File: src/rtl/regfile_2w2r.sv
// Two-write / two-read register file with per-register pending (scoreboard) bits.
// Define REGFILE_BYPASS_EN to forward same-cycle write data to the read ports.
module regfile_2w2r #(
    parameter int DATA_W  = 8,
    parameter int ADDR_W  = 3,
    parameter int ZERO_R0 = 0
) (
    input  logic              clk,
    input  logic              rst,
    input  logic              we0,
    input  logic [ADDR_W-1:0] wa0,
    input  logic [DATA_W-1:0] wd0,
    input  logic              we1,
    input  logic [ADDR_W-1:0] wa1,
    input  logic [DATA_W-1:0] wd1,
    input  logic              rsv_en,
    input  logic [ADDR_W-1:0] rsv_addr,
    input  logic [ADDR_W-1:0] ra0,
    input  logic [ADDR_W-1:0] ra1,
    output logic [DATA_W-1:0] rd0,
    output logic [DATA_W-1:0] rd1,
    output logic              pend0,
    output logic              pend1,
    output logic [ADDR_W:0]   pend_cnt
);

    localparam int DEPTH = 1 << ADDR_W;

    logic [DATA_W-1:0] regs [DEPTH];
    logic [DEPTH-1:0]  pend;
    logic [DEPTH-1:0]  pend_nxt;
    logic [ADDR_W:0]   cnt_nxt;
    logic              wr0_ok;
    logic              wr1_ok;
    logic              rsv_ok;

    logic [ADDR_W-1:0] ra    [2];
    logic [DATA_W-1:0] rd_v  [2];
    logic              pd_v  [2];

    assign wr0_ok = we0    && !((ZERO_R0 != 0) && (wa0 == '0));
    assign wr1_ok = we1    && !((ZERO_R0 != 0) && (wa1 == '0));
    assign rsv_ok = rsv_en && !((ZERO_R0 != 0) && (rsv_addr == '0));

    // Reserve is applied last so it wins over a same-cycle clearing write.
    always_comb begin
        pend_nxt = pend;
        if (wr0_ok) pend_nxt[wa0] = 1'b0;
        if (wr1_ok) pend_nxt[wa1] = 1'b0;
        if (rsv_ok) pend_nxt[rsv_addr] = 1'b1;
        cnt_nxt = '0;
        for (int unsigned i = 0; i < DEPTH; i++) begin
            cnt_nxt = cnt_nxt + {{ADDR_W{1'b0}}, pend_nxt[i]};
        end
    end

    always_ff @(posedge clk) begin
        if (rst) begin
            for (int unsigned i = 0; i < DEPTH; i++) begin
                regs[i] <= '0;
            end
            pend     <= '0;
            pend_cnt <= '0;
        end else begin
            if (wr0_ok) regs[wa0] <= wd0;
            // Port 1 is assigned second so it wins an address conflict.
            if (wr1_ok) regs[wa1] <= wd1;
            pend     <= pend_nxt;
            pend_cnt <= cnt_nxt;
        end
    end

    assign ra[0] = ra0;
    assign ra[1] = ra1;

    always_comb begin
        for (int unsigned p = 0; p < 2; p++) begin
            rd_v[p] = regs[ra[p]];
            pd_v[p] = pend[ra[p]];
`ifdef REGFILE_BYPASS_EN
            if (we0 && (wa0 == ra[p])) begin
                rd_v[p] = wd0;
                pd_v[p] = rsv_en && (rsv_addr == ra[p]);
            end
            if (we1 && (wa1 == ra[p])) begin
                rd_v[p] = wd1;
                pd_v[p] = rsv_en && (rsv_addr == ra[p]);
            end
`endif
            if (rst || ((ZERO_R0 != 0) && (ra[p] == '0))) begin
                rd_v[p] = '0;
                pd_v[p] = 1'b0;
            end
        end
    end

    assign rd0   = rd_v[0];
    assign rd1   = rd_v[1];
    assign pend0 = pd_v[0];
    assign pend1 = pd_v[1];

endmodule

File: config.mk
export PLATFORM = sky130hd
export DESIGN_NAME = regfile_2w2r
export DESIGN_NICKNAME = d
export VERILOG_FILES = /design/src/rtl/regfile_2w2r.sv
export SDC_FILE = /design/constraint.sdc
export NUM_CORES = 1
export LEC_CHECK = 0
export CAP_MARGIN = 0
export CORE_MARGIN = 5
export CORE_UTILIZATION = 30
export CTS_BUF_LIST = sky130_fd_sc_hd__clkbuf_4
export DETAILED_ROUTE_END_ITERATION = 16
export PLACE_DENSITY = 0.58
export SYNTH_ARGS = -nofsm -noshare
export SYNTH_HDL_FRONTEND = slang
export SYNTH_SLANG_ARGS = --single-unit
File: constraint.sdc
create_clock -name clk -period 3.7 [get_ports clk]
set_input_delay 0.74 -clock clk [delete_from_list [all_inputs] [get_ports clk]]
set_output_delay 0.74 -clock clk [all_outputs]
set_load 0.01 [all_outputs]
==> results of run 1 <==
[placed cells by master, fill, tap and decap left out, types with 3 or more instances in the layout]
cell / synthesis / layout
clkbuf_4: 0 / 9
fa_1: 4 / 3
dfxtp_1: 12 / 12
or3_1: 5 / 5
buf_6: 2 / 3
nor2b_1: 7 / 6
edfxtp_1: 64 / 64
nor4bb_1: 3 / 3
inv_6: 0 / 5
nor2_1: 26 / 26
nand3_1: 40 / 40
inv_1: 8 / 6
nand2b_1: 9 / 9
a21oi_1: 41 / 41
clkdlybuf4s50_1: 0 / 44
buf_12: 0 / 4
o22ai_1: 24 / 24
dlymetal6s2s_1: 0 / 3
buf_4: 1 / 33
buf_2: 22 / 5
nand4_1: 3 / 3
mux4_2: 36 / 36
nand2_1: 64 / 64
nand4b_1: 7 / 7
and4b_1: 4 / 4
mux2i_1: 18 / 18
nand4bb_1: 7 / 7
[flip-flops by register name, indices dropped and copies added (netlist names)]
signal,flops
pend,8
pend_cnt,4
regs,64
[final cells by class]
type | instances | area share
repair buffers | 95 | 0.1455
inverters | 8 | 0.004892
clock buffers | 9 | 0.01101
multi-input cells | 322 | 0.4246
flip-flops and latches | 76 | 0.3522
well taps | 220 | 0.04484
clock inverters | 7 | 0.01692
[per-layer routing]
| layer | wire length [µm] | vias up |
|---|---|---|
| met3 | 1622 | 53 |
| met2 | 7748 | 259 |
| li1 | - | 1848 |
| met4 | 590 | 0 |
| met1 | 6030 | 1992 |
| met5 | 0 | - |
[cells by family after synthesis]
| group | count (synthesis) | share of synthesized area |
|---|---|---|
| adders and majority gates | 7 | 0.02344 |
| xor gates and xnor gates | 1 | 0.001746 |
| AOI/OAI and AO/OA | 73 | 0.08502 |
| buffers and inverters | 59 | 0.05510 |
| muxes | 54 | 0.1975 |
| and+or+nand+nor | 187 | 0.2064 |
| DFF | 76 | 0.4308 |
[where the power goes]
| group | switching, mW | internal (mW) |
|---|---|---|
| sequential | 0.0328 | 0.996 |
| clock | 0.344 | 0.286 |
| combinational | 0.232 | 0.231 |
[how the worst max path moves through the flow]
stage,slack [ns],to,cells past startpoint
after floorplan,-0.33,pend_cnt[1],12
final,0.06,pend_cnt[1],12
after global routing,-0.03,pend_cnt[2],13
after detailed placement,-0.77,pend_cnt[2],13
after global placement,-0.73,pend_cnt[1],12
after CTS,-0.01,pend_cnt[2],13
[critical path: stages]
cell and delay, ns:
buf_8 0.09, or4b_4 0.52, a32o_2 0.30, fa_1 0.55, inv_2 0.04, fa_1 0.49
fa_1 0.41, inv_1 0.07, ha_2 0.18, inv_2 0.04, fa_2 0.51, nor2_1 0.04
[what timing repair did]
item | in CTS | in global routing
setup endpoints to repair | 2 | 2
resized for setup | 35 | 9
buffers inserted | 1 | 1
pin swaps | 10 | 8
gates cloned | 0 | 0
hold buffers | 0 | 0
==> results.md, run 1 <==
- Arrival @ worst endpoint: 3.98 ns
- Global-route total usage across every layer: 0.1651
- Maxcap violations: 0
- Synth-to-Final Area Change: 22.31%
- Status: finished clean
- Layout cells sized above 1: 0.2166
- Area share of the largest cell type after synthesis: 0.3829
- Synth Register Bits: 76
- Root Buffer Master: clkbuf_4
- GR Layer Usage met3: 0.04391
- Htree depth: 3
- Endpoint class of the critical path: register
- Power per Cell Area: 345.5 nW/µm²
- CTS tree: done
- Setup crit start kind: input pin
- Ys Warns: 0
- Power Total: 2.121 mW
- Hold Startpoint: pend[3]
- Vias per Instance: 5.634
- Placed cells: 719
- Slew headroom: 0.5535
- Drt wl/cell: 21.70 µm
- Fin nets: 555
- Reg2Reg Setup Slack: 0.59 ns
- Placer Congestion: 0.8587
- Hold slack: 0.6565 ns
- Pins over their slew limit: 0
- Commonest cells in the netlist: 64 x edfxtp_1, 64 x nand2_1, 41 x a21oi_1
- Net count after synthesis: 500
- Clock-pin slew on the worst setup and hold paths: 0.13 ns
- Leading area contributor after synthesis: edfxtp_1
- Port bufs: 57
- R2r startpoint: pend[0]
- Later-pin clock latency in the skew report: 0.45 ns
- Worst Hold Path Cells: 2
- Num CTS Buffers: 9
- Final Hold Viols: 0
- Async S/R FF share, synth: 0
- Synthesized area: 5019 µm²
- Area of the multi-input gates: 2606 µm²
- Critical path fanouts, max: 2
- Main synth FF type: edfxtp_1
- Iter 0 DRT Violations: 419
- Avg Cell Area, Syn: 10.98 µm²
- # fillers: 1605
- FP Rows: 47
- Clock net sink count: 76
- Busiest grt layer: met2
- LEAKAGE: 2.150 nW
- Grt met1 use: 0.1995
- Die W: 139.3 µm
- CTS Buffer Depth: 2
- Detailed placement HPWL: 11.13 mm
- FF-to-FF End: pend_cnt[1]
- Die ar.: 19420 µm²
- Number of synthesized flops with an enable pin: 64
- RSZ-0062 raised after global routing: yes
- Ports: 58
- Post-route ant nets: 0
- WS Path Type: in -> reg
- Post-synthesis cell type count: 39
- R2R depth: 10
- Initial DRT Pass Iterations: 8
- Vias: 4152
- Final std cells w/o fill: 737
- Overflow after GRT: 0
- Fmax: 275.0 MHz
- Worst setup path start: wa0[2]
- Largest net degree at the start of global routing: 30
- Seq/Total Area, Yosys: 0.4308
- Critical Path RT: 4.05 ns
- Number of global-route vias before repair: 4248
- Final Setup Violations: 0
- Final core utilization: 0.3715
- Area post-placement: 5943 µm²
- Final Cycle Share: 0.9828
- Worst Hold Class: reg -> reg
- Max IR drop VDD: 0.0001584 V
- Reg area: 2162 µm²
- Met2 track demand over resource: 0.2781
- Die H: 139.3 µm
- Worst-Margin Slew: 0.6678 ns
- Core area: 16520 µm²
- DRC viols: 0
- DP Worst Slack: -0.7698 ns
- Worst Hold Path EP: pend[3]
- Post-route cell area: 6138 µm²
- First-pass GRT wire length: 24.54 mm
- Area contributors post-synth: edfxtp_1 38%, mux4_2 16%, dfxtp_1 4.8%
- Clock skew: 0.006283 ns
- Initial core utilization: 0.3037
- Diode count: 0
- Gate Count Post-Synth: 457
- Crit path time final: 3.636 ns
- Initial antenna violation count: 0
- TNS Setup: 0 ns
- PnR worst setup slack: 0.06363 ns
- DRT Wirelength: 15.99 mm
No activity file was read; power rests on OpenSTA's default activity.
==> run 2: changes to the inputs <==
--- a/config.mk
+++ b/config.mk
@@ -11,6 +11,7 @@
 export CTS_BUF_LIST = sky130_fd_sc_hd__clkbuf_4
 export DETAILED_ROUTE_END_ITERATION = 16
 export PLACE_DENSITY = 0.58
+export REMOVE_ABC_BUFFERS = 1
 export SYNTH_ARGS = -nofsm -noshare
 export SYNTH_HDL_FRONTEND = slang
 export SYNTH_SLANG_ARGS = --single-unit
==> run 2 against run 1 <==
  * Fmax shrank 1.6%
  * Routed wire length shrank 1.8%
  * Via count is essentially flat
  * Final area is essentially flat
  * Clock-buffer cell count is the same
  * Non-clock buffer count grew 6
  * Combinational power grew 2%
  * Core utilization is essentially flat
  * Cell count grew 0.81%
==> results.md, run 2 (synthesis gave the netlist of run 1 again) <==
- Number of global-route vias before repair: 4204 (was 4248)
- Diode count: 0 (unchanged)
- LEAKAGE: 2.144 nW (was 2.150 nW)
- Root Buffer Master: clkbuf_4 (unchanged)
- Fmax: 270.6 MHz (was 275.0 MHz)
- Power per Cell Area: 324.8 nW/µm² (was 345.5 nW/µm²)
- Layout cells sized above 1: 0.2256 (was 0.2166)
- FP Rows: 47 (unchanged)
- CP max-delay cell: fa_1 (unchanged)
- Htree depth: 3 (unchanged)
- First-pass GRT wire length: 24.45 mm (was 24.54 mm)
- Crit path time final: 3.695 ns (was 3.636 ns)
- Endpoint class of the critical path: register (unchanged)
- Crit path max-delay family: adder cells (unchanged)
- Overflow after GRT: 0 (unchanged)
- TNS Setup: 0 ns (unchanged)
- Max FFs per register: 64 (unchanged)
- Detailed placement HPWL: 11.47 mm (was 11.13 mm)
- DRT Wirelength: 15.70 mm (was 15.99 mm)
- Final Hold Viols: 0 (unchanged)
- Grt met1 use: 0.2111 (was 0.1995)
- Initial core utilization: 0.3037 (unchanged)
- RSZ-0062 raised after global routing: yes (unchanged)
- Die W: 139.3 µm (unchanged)
- Synth-to-Final Area Change: 22.21% (was 22.31%)
- Most used cell, CP: fa_1 (unchanged)
- Most frequent cells in the layout: 64 x nand2_1, 64 x edfxtp_1, 44 x clkdlybuf4s50_1 (unchanged)
- Later-pin clock latency in the skew report: 0.45 ns (about the same)
- Final Cycle Share: 0.9986 (was 0.9828)
- Die ar.: 19420 µm² (unchanged)
- Status: finished clean (unchanged)
- Worst Hold Class: reg -> reg (unchanged)
- Iter 0 DRT Violations: 396 (was 419)
- Pins over their slew limit: 0 (unchanged)
- Clock skew: 0.004066 ns (was 0.006283 ns)
- Clock-pin slew on the worst setup and hold paths: 0.13 ns (about the same)
- DRC viols: 0 (unchanged)
- Port bufs: 57 (unchanged)
- Max IR drop VDD: 0.0001393 V (was 0.0001584 V)
- CTS Buffer Depth: 2 (unchanged)
- Met2 track demand over resource: 0.2646 (was 0.2781)
- Crit path largest cell delay: 0.57 ns (was 0.55 ns)
- Final Setup Violations: 0 (unchanged)
- Maxcap violations: 0 (unchanged)
- Largest regs: regs x64, pend x8, pend_cnt x4 (unchanged)
- CTS tree: done (unchanged)
- Die H: 139.3 µm (unchanged)
- WP buf/inv: 4 (unchanged)
- Slew headroom: 0.5505 (was 0.5535)
- Fin nets: 561 (was 555)
- Worst-Margin Slew: 0.6742 ns (was 0.6678 ns)
- Final core utilization: 0.3712 (was 0.3715)
- Largest Register: regs (unchanged)
- Setup crit start kind: input pin (unchanged)
- Drt wl/cell: 21.13 µm (was 21.70 µm)
- Global-route total usage across every layer: 0.1631 (was 0.1651)
- Busiest grt layer: met2 (unchanged)
- WS Path Type: in -> reg (unchanged)
- GR Layer Usage met3: 0.04460 (was 0.04391)
- Initial antenna violation count: 0 (unchanged)
- Arrival @ worst endpoint: 4.02 ns (was 3.98 ns)
- Largest net degree at the start of global routing: 32 (was 30)
- Post-route ant nets: 0 (unchanged)
- Critical Path RT: 4.03 ns (was 4.05 ns)
- Num CTS Buffers: 9 (unchanged)
- Initial DRT Pass Iterations: 5 (was 8)
- CP cell instances: clkdlybuf4s15_1 > or4b_1 > a32o_2 > fa_1 > inv_2 > fa_1 > fa_1 > inv_1 > ha_2 > inv_2 > fa_2 > nor2_1 (was buf_8 > or4b_4 > a32o_2 > fa_1 > inv_2 > fa_1 > fa_1 > inv_1 > ha_2 > inv_2 > fa_2 > nor2_1)
- Placer Congestion: 0.8613 (was 0.8587)
- Vias per Instance: 5.592 (was 5.634)
- Clock net sink count: 76 (unchanged)
- Critical path fanouts, max: 2 (unchanged)
- Vias: 4155 (was 4152)
- Ports: 58 (unchanged)
- Core area: 16520 µm² (unchanged)
-- run 2: what timing repair did --
action,CTS,global route
pin swaps,9,8
hold buffers,0,0
setup endpoints to repair,3,5
cloned,0,0
hold endpoints to repair,0,0
buffers inserted,4,2
resized for setup,38,8
-- run 2: tightest hold or removal path: cells and delay by family, from the launching register on --
kind            cells  cell delay (ns)
compound gates      1             0.14
simple gates        1             0.08
flops               1             0.37
-- run 2: area by class of cell --
cell class / instances / area (µm²)
Multi-Input combinational cell: 322 / 2610
Clock inverter: 7 / 58.81
Fill cell: 1624 / 10390
Timing Repair Buffer: 101 / 929.6
Clock buffer: 9 / 67.56
Inverter: 8 / 30.03
Tap cell: 220 / 275.3
Sequential cell: 76 / 2162
-- run 2: stage by stage --
| step | cells | instance area (µm²) | worst slack [ns] | hold slack (ns) | power (mW) |
|---|---|---|---|---|---|
| after floorplan | 406 | 4772 | -0.3718 | 0.5159 | 1.248 |
| after global placement | 721 | 5948 | -0.8031 | 0.5796 | 1.500 |
| after detailed placement | 721 | 5948 | -0.8552 | 0.5905 | 1.514 |
| after CTS | 741 | 6095 | -0.04192 | 0.6234 | 2.002 |
| after global routing | 743 | 6133 | -0.02986 | 0.6916 | 2.092 |
| final | 743 | 6133 | 0.005004 | 0.6182 | 1.992 |
-- run 2: power by group --
group,leakage (nW),switching (mW),internal (mW)
registers,0.727,0.0344,0.996
clock network,0.0688,0.343,0.148
logic,1.35,0.236,0.234
-- run 2: path summary, 6_finish.rpt --
| check | start | to | slack [ns] | cells after the start |
|---|---|---|---|---|
| worst max register to register | pend[3] | pend_cnt[1] | 0.59 | 11 |
| worst min register to register | pend[7] | pend[7] | 0.62 | 2 |
| worst min-delay path | pend[7] | pend[7] | 0.62 | 2 |
| worst max-delay path | we0 | pend_cnt[1] | 0.005 | 12 |
-- run 2: layer usage --
layer / share of wire / wire length [µm]
met5: 0 / 0
met4: 0.023 / 358
met1: 0.42 / 6615
met2: 0.48 / 7541
met3: 0.075 / 1184
==> run 3: changes to the inputs <==
--- a/config.mk
+++ b/config.mk
@@ -10,6 +10,7 @@
 export CORE_UTILIZATION = 30
 export CTS_BUF_LIST = sky130_fd_sc_hd__clkbuf_4
 export DETAILED_ROUTE_END_ITERATION = 16
+export GPL_TIMING_DRIVEN = 1
 export PLACE_DENSITY = 0.58
 export REMOVE_ABC_BUFFERS = 1
 export SYNTH_ARGS = -nofsm -noshare
==> results of run 3 <==
Final layout, timing and power as in run 2 (identical DEF).
==> patch 1 (flow settings as in run 2) <==
Change the parameter `ADDR_W` from 3 to 4.
--- a/src/rtl/regfile_2w2r.sv
+++ b/src/rtl/regfile_2w2r.sv
@@ -2,7 +2,7 @@
 // Define REGFILE_BYPASS_EN to forward same-cycle write data to the read ports.
 module regfile_2w2r #(
     parameter int DATA_W  = 8,
-    parameter int ADDR_W  = 3,
+    parameter int ADDR_W  = 4,
     parameter int ZERO_R0 = 0
 ) (
     input  logic              clk,
Ports: changed (6 resized); port bits go from 58 to 64. No check against the original RTL was run, so the function may have changed too.
==> patch 1 against run 2 <==
The run now ends with setup timing left; sequential cell count rose by 73; routed wire length rose by 110%; design area grew 96%; sequential power rose by 94%; via count rose by 85%; hold slack better by 0.038 ns; fmax fell by 7.5%; synthesized cell count increased by 60%; worst setup slack lost 0.30 ns; final cell count grew 78%; synthesized area is 85% higher; power is 92% higher; largest cell class unchanged; largest power group unchanged.
==> patch 1: results (changes against run 2) <==
- Post-place setup slack: -1.346 ns (was -0.8552 ns)
- Antenna violations before repair: 1 (was 0)
- Biggest regs: regs (128), pend (16), pend_cnt (5) (was regs (64), pend (8), pend_cnt (4))
- Final WS setup: -0.2925 ns (was 0.005004 ns)
- Largest net degree at the start of global routing: 31 (was 32)
- Worst-skew pair later-pin latency: 0.57 ns (was 0.45 ns)
- Total track usage: 18.73% (was 16.31%)
- Crit path DAT: 4.47 ns (was 4.02 ns)
- CTS H-tree depth: 4 (was 3)
- Fillers: 2938 (was 1624)
- Commonest cells in the netlist: a22o_1 (134), edfxtp_1 (128), mux2i_1 (66) (was edfxtp_1 (64), nand2_1 (64), a21oi_1 (41))
- Pleak: 4.606 nW (was 2.144 nW)
- Unique masters post-synth: 42 (was 39)
- Synthesis-to-layout area growth: 29.09% (was 22.21%)
- Crit path from: wa0[2] (was we0)
- Area after DPL: 10980 sq um (was 5948 sq um)
- Peak VDD IR: 0.1989 mV (was 0.1393 mV)
- M1 WL: 13.81 mm (was 6.615 mm)
- Metal2 WL: 15.52 mm (was 7.541 mm)
- Setup violators final: 4 (was 0)
- Layout cells sized above 1: 36.83% (was 22.56%)
- Power Internal: 2.630 mW (was 1.379 mW)
- Flop2flop setup slack: 0.01 ns (was 0.59 ns)
- Vias per cell: 5.802 (was 5.592)
- Synth top area cells: edfxtp_1 (41%), a22o_1 (13%), mux4_2 (11%) (was edfxtp_1 (38%), mux4_2 (16%), dfxtp_1 (4.8%))
- Status: finished, violations left (was finished clean)
- Crit Path Max Fanout: 6 (was 2)
- Share of power burned in combinational logic: 22.0% (was 23.6%)
- Placer Congestion: 0.8970 (was 0.8613)
- Port bufs: 63 (was 57)
- EDFF count, synth: 128 (was 64)
- DP Wirelength: 22.69 mm (was 11.47 mm)
- Seq/Total Area, Yosys: 45.83% (was 43.08%)
- Global-route wire length before repair: 48.53 mm (was 24.45 mm)
- Vias in the first global route: 7906 (was 4204)
- DRT iter0 DRCs: 796 (was 396)
- Register share of total power: 52.3% (was 51.7%)
- Failing checks: setup timing
- Fin nets: 969 (was 561)
- RR Startpoint: pend[15]$_SDFF_PP0_ (was pend[3]$_SDFF_PP0_)
- Least-Margin Pin Slew: 1.016 ns (was 0.6742 ns)
- Wire length per cell: 24.49 um (was 21.13 um)
==> patch 1: cell count changes after synthesis, moves of 12 or more <==
| cell | run 2 | this run |
|---|---|---|
| nand3_1 | 40 | 23 |
| mux2i_1 | 18 | 66 |
| a22o_1 | 0 | 134 |
| buf_2 | 22 | 10 |
| o22ai_1 | 24 | 7 |
| clkbuf_1 | 14 | 33 |
| edfxtp_1 | 64 | 128 |
| a22oi_1 | 0 | 34 |
| a21oi_1 | 41 | 4 |
| nand2_1 | 64 | 44 |
| buf_1 | 5 | 18 |
==> patch 1: layer usage <==
metal,vias to the layer above,global-route usage [%]
li1,3304,-
met1,3931,25.02
met2,381,30.32
met3,66,3.557
met4,0,7.228
met5,-,0
==> patch 1: how the worst min path moves through the flow <==
stage,slack (ns),end,depth (start not counted),from
5_1_grt,0.62,pend[11]$_SDFF_PP0_,5,rsv_addr[3]
3_3_place_gp,0.64,pend[11]$_SDFF_PP0_,3,pend[11]$_SDFF_PP0_
4_1_cts,0.61,pend[11]$_SDFF_PP0_,5,rsv_addr[3]
6_report,0.66,pend[11]$_SDFF_PP0_,5,rsv_addr[3]
3_5_place_dp,0.64,pend[15]$_SDFF_PP0_,3,pend[15]$_SDFF_PP0_
2_1_floorplan,0.49,pend[11]$_SDFF_PP0_,2,pend[11]$_SDFF_PP0_
==> patch 1: kinds of logic after synthesis <==
kind of cell	count (synthesis)	share of synthesized area [%]
XOR/XNOR	2	0.1883
flip-flops	149	45.83
multiplexers	112	18.24
adder cells (fa/ha/maj)	15	2.824
AO/OA/AOI/OAI	202	18.57
AND/OR/NAND/NOR	164	10.18
buffers and inverters	85	4.169
==> patch 1: cell type report <==
| class | count | share of cell area, % |
|---|---|---|
| clock inverters | 14 | 0.9689 |
| multi-input cells | 495 | 40.82 |
| flip-flops and latches | 149 | 35.50 |
| well taps | 396 | 4.125 |
| repair buffers | 239 | 17.07 |
| clock buffers | 18 | 1.125 |
| diodes | 2 | 0.04167 |
| inverters | 11 | 0.3438 |
==> patch 1: critical path, cell delays in order <==
cell and delay [ns]:
buf_8 0.10, buf_6 0.12, nand3b_1 0.20, o211ai_1 0.25, nand2_1 0.11, fa_1 0.47, fa_1 0.57, inv_2 0.06
fa_2 0.56, inv_2 0.04, fa_2 0.54, ha_4 0.14, fa_2 0.43, nor2b_4 0.13
==> patch 1: timing repair <==
item / in CTS / in global routing
resized for setup: 124 / 18
endpoints found under the setup margin: 14 / 20
pin swaps: 31 / 21
buffers inserted: 63 / 7
==> patch 1: through the flow <==
step	hold WS [ns]	TNS, ns	instances	power [mW]
finish	0.6558	-0.9567	1324	3.816
detailed placement	0.6449	-8.146	1224	2.782
global route	0.6216	-0.9243	1324	3.954
floorplan	0.4947	-5.078	655	2.351
CTS	0.6065	-0.4877	1318	3.773
global placement	0.6387	-8.162	1224	2.775
==> patch 2 (settings of run 2) <==
Made on the original files. Register the inputs `ra0` and `ra1` before use, without a reset. The logic sees them one clock later. The other inputs are not delayed to match.
--- a/src/rtl/regfile_2w2r.sv
+++ b/src/rtl/regfile_2w2r.sv
@@ -25,6 +25,14 @@
 );
 
     localparam int DEPTH = 1 << ADDR_W;
+
+    logic [ADDR_W-1:0] ra0_q;
+    logic [ADDR_W-1:0] ra1_q;
+
+    always_ff @(posedge clk) begin
+        ra0_q <= ra0;
+        ra1_q <= ra1;
+    end
 
     logic [DATA_W-1:0] regs [DEPTH];
     logic [DEPTH-1:0]  pend;
@@ -70,8 +78,8 @@
         end
     end
 
-    assign ra[0] = ra0;
-    assign ra[1] = ra1;
+    assign ra[0] = ra0_q;
+    assign ra[1] = ra1_q;
 
     always_comb begin
         for (int unsigned p = 0; p < 2; p++) begin
Check against the original RTL: not equivalent (Yosys sat finds a counterexample within 4 cycles, from zero or initial values and one cycle with rst high).
==> patch 2 against run 2 <==
Sequential cell count grew 6; power grew 6.4%; worst setup slack better by 0.079 ns; design area increased by 0.92%; clock power increased by 16%; routed wire length grew 6.6%; synthesized area grew 2.9%; combinational power shrank 6.0%.
==> patch 2: results (changes against run 2) <==
- Status: finished clean (unchanged)
- Area after DPL: 6035 sq um (was 5948 sq um)
- Pleak: 2.133 nW (was 2.144 nW)
- Fin nets: 574 (was 561)
- Commonest cells in the netlist: nand2_1 (65), edfxtp_1 (64), a21oi_1 (49) (was edfxtp_1 (64), nand2_1 (64), a21oi_1 (41))
- Flop2flop setup slack: 0.63 ns (was 0.59 ns)
- Multiplexer share of the synthesized area: 19.19% (was 19.75%)
- Synth top area cells: edfxtp_1 (37%), mux4_2 (16%), dfxtp_1 (7.0%) (was edfxtp_1 (38%), mux4_2 (16%), dfxtp_1 (4.8%))
- Hold WS: 0.6538 ns (was 0.6182 ns)
- Seq/Total Area, Yosys: 44.19% (was 43.08%)
- Least-Margin Pin Slew: 0.7642 ns (was 0.6742 ns)
- Largest net degree at the start of global routing: 35 (was 32)
- Vias per cell: 5.648 (was 5.592)
- Crit path DAT: 3.98 ns (was 4.02 ns)
- Global-route wire length before repair: 25.19 mm (was 24.45 mm)
- Worst clock skew: 0.001613 ns (was 0.004066 ns)
- XOR/XNOR Fraction of Synth Area: 0.1696% (was 0.1745%)
- Setup Buffers After CTS: 1 (was 4)
- Syn avg cell area: 10.85 sq um (was 10.98 sq um)
- Power Internal: 1.500 mW (was 1.379 mW)
- Max incr delay on CP: 0.54 ns (was 0.57 ns)
- Pre-Repair DR Iteration Count: 6 (was 5)
- Total track usage: 16.78% (was 16.31%)
- Unique masters post-synth: 36 (was 39)
- Synth Area in Compound Gates: 8.115% (was 8.502%)
- Vias in the first global route: 4246 (was 4204)
- Placer Congestion: 0.8637 (was 0.8613)
- DP Wirelength: 11.20 mm (was 11.47 mm)
- DRT iter0 DRCs: 612 (was 396)
- Post-synthesis adder-cell area fraction: 2.277% (was 2.344%)
- Peak VDD IR: 0.1596 mV (was 0.1393 mV)
==> patch 2: per-layer routing <==
metal  up-vias  share of wire [%]  wire [um]  global-route usage [%]
met5         -                  0          0                       0
met4         0                2.5        420                   5.303
met3        34                9.0       1499                   3.765
met2       251                 46       7674                   26.11
met1      2112                 43       7144                   23.35
li1       1901                  -          -                       -
==> patch 2: power by group through the flow <==
stage	registers [mW]	logic (mW)	clock network, mW
2_1_floorplan	1.12	0.208	0
3_3_place_gp	1.12	0.433	0
3_5_place_dp	1.13	0.440	0
4_1_cts	1.11	0.443	0.567
5_1_grt	1.12	0.475	0.607
6_report	1.11	0.442	0.569
==> patch 2: worst max-delay path, delay by kind of cell <==
kind            cells  cell delay [ns]
compound gates      1             0.25
buf+inv             5             0.34
simple gates        2             0.58
fa+ha+maj           5             2.09
==> patch 2: area by class of cell <==
type	count	area, sq um
fill	1720	10930
multi-input combinational	331	2601
sequential	82	2282
timing repair buffer	98	848.3
tap	225	281.5
clock inverter	7	75.07
clock buffer	9	67.56
inverter	9	33.78
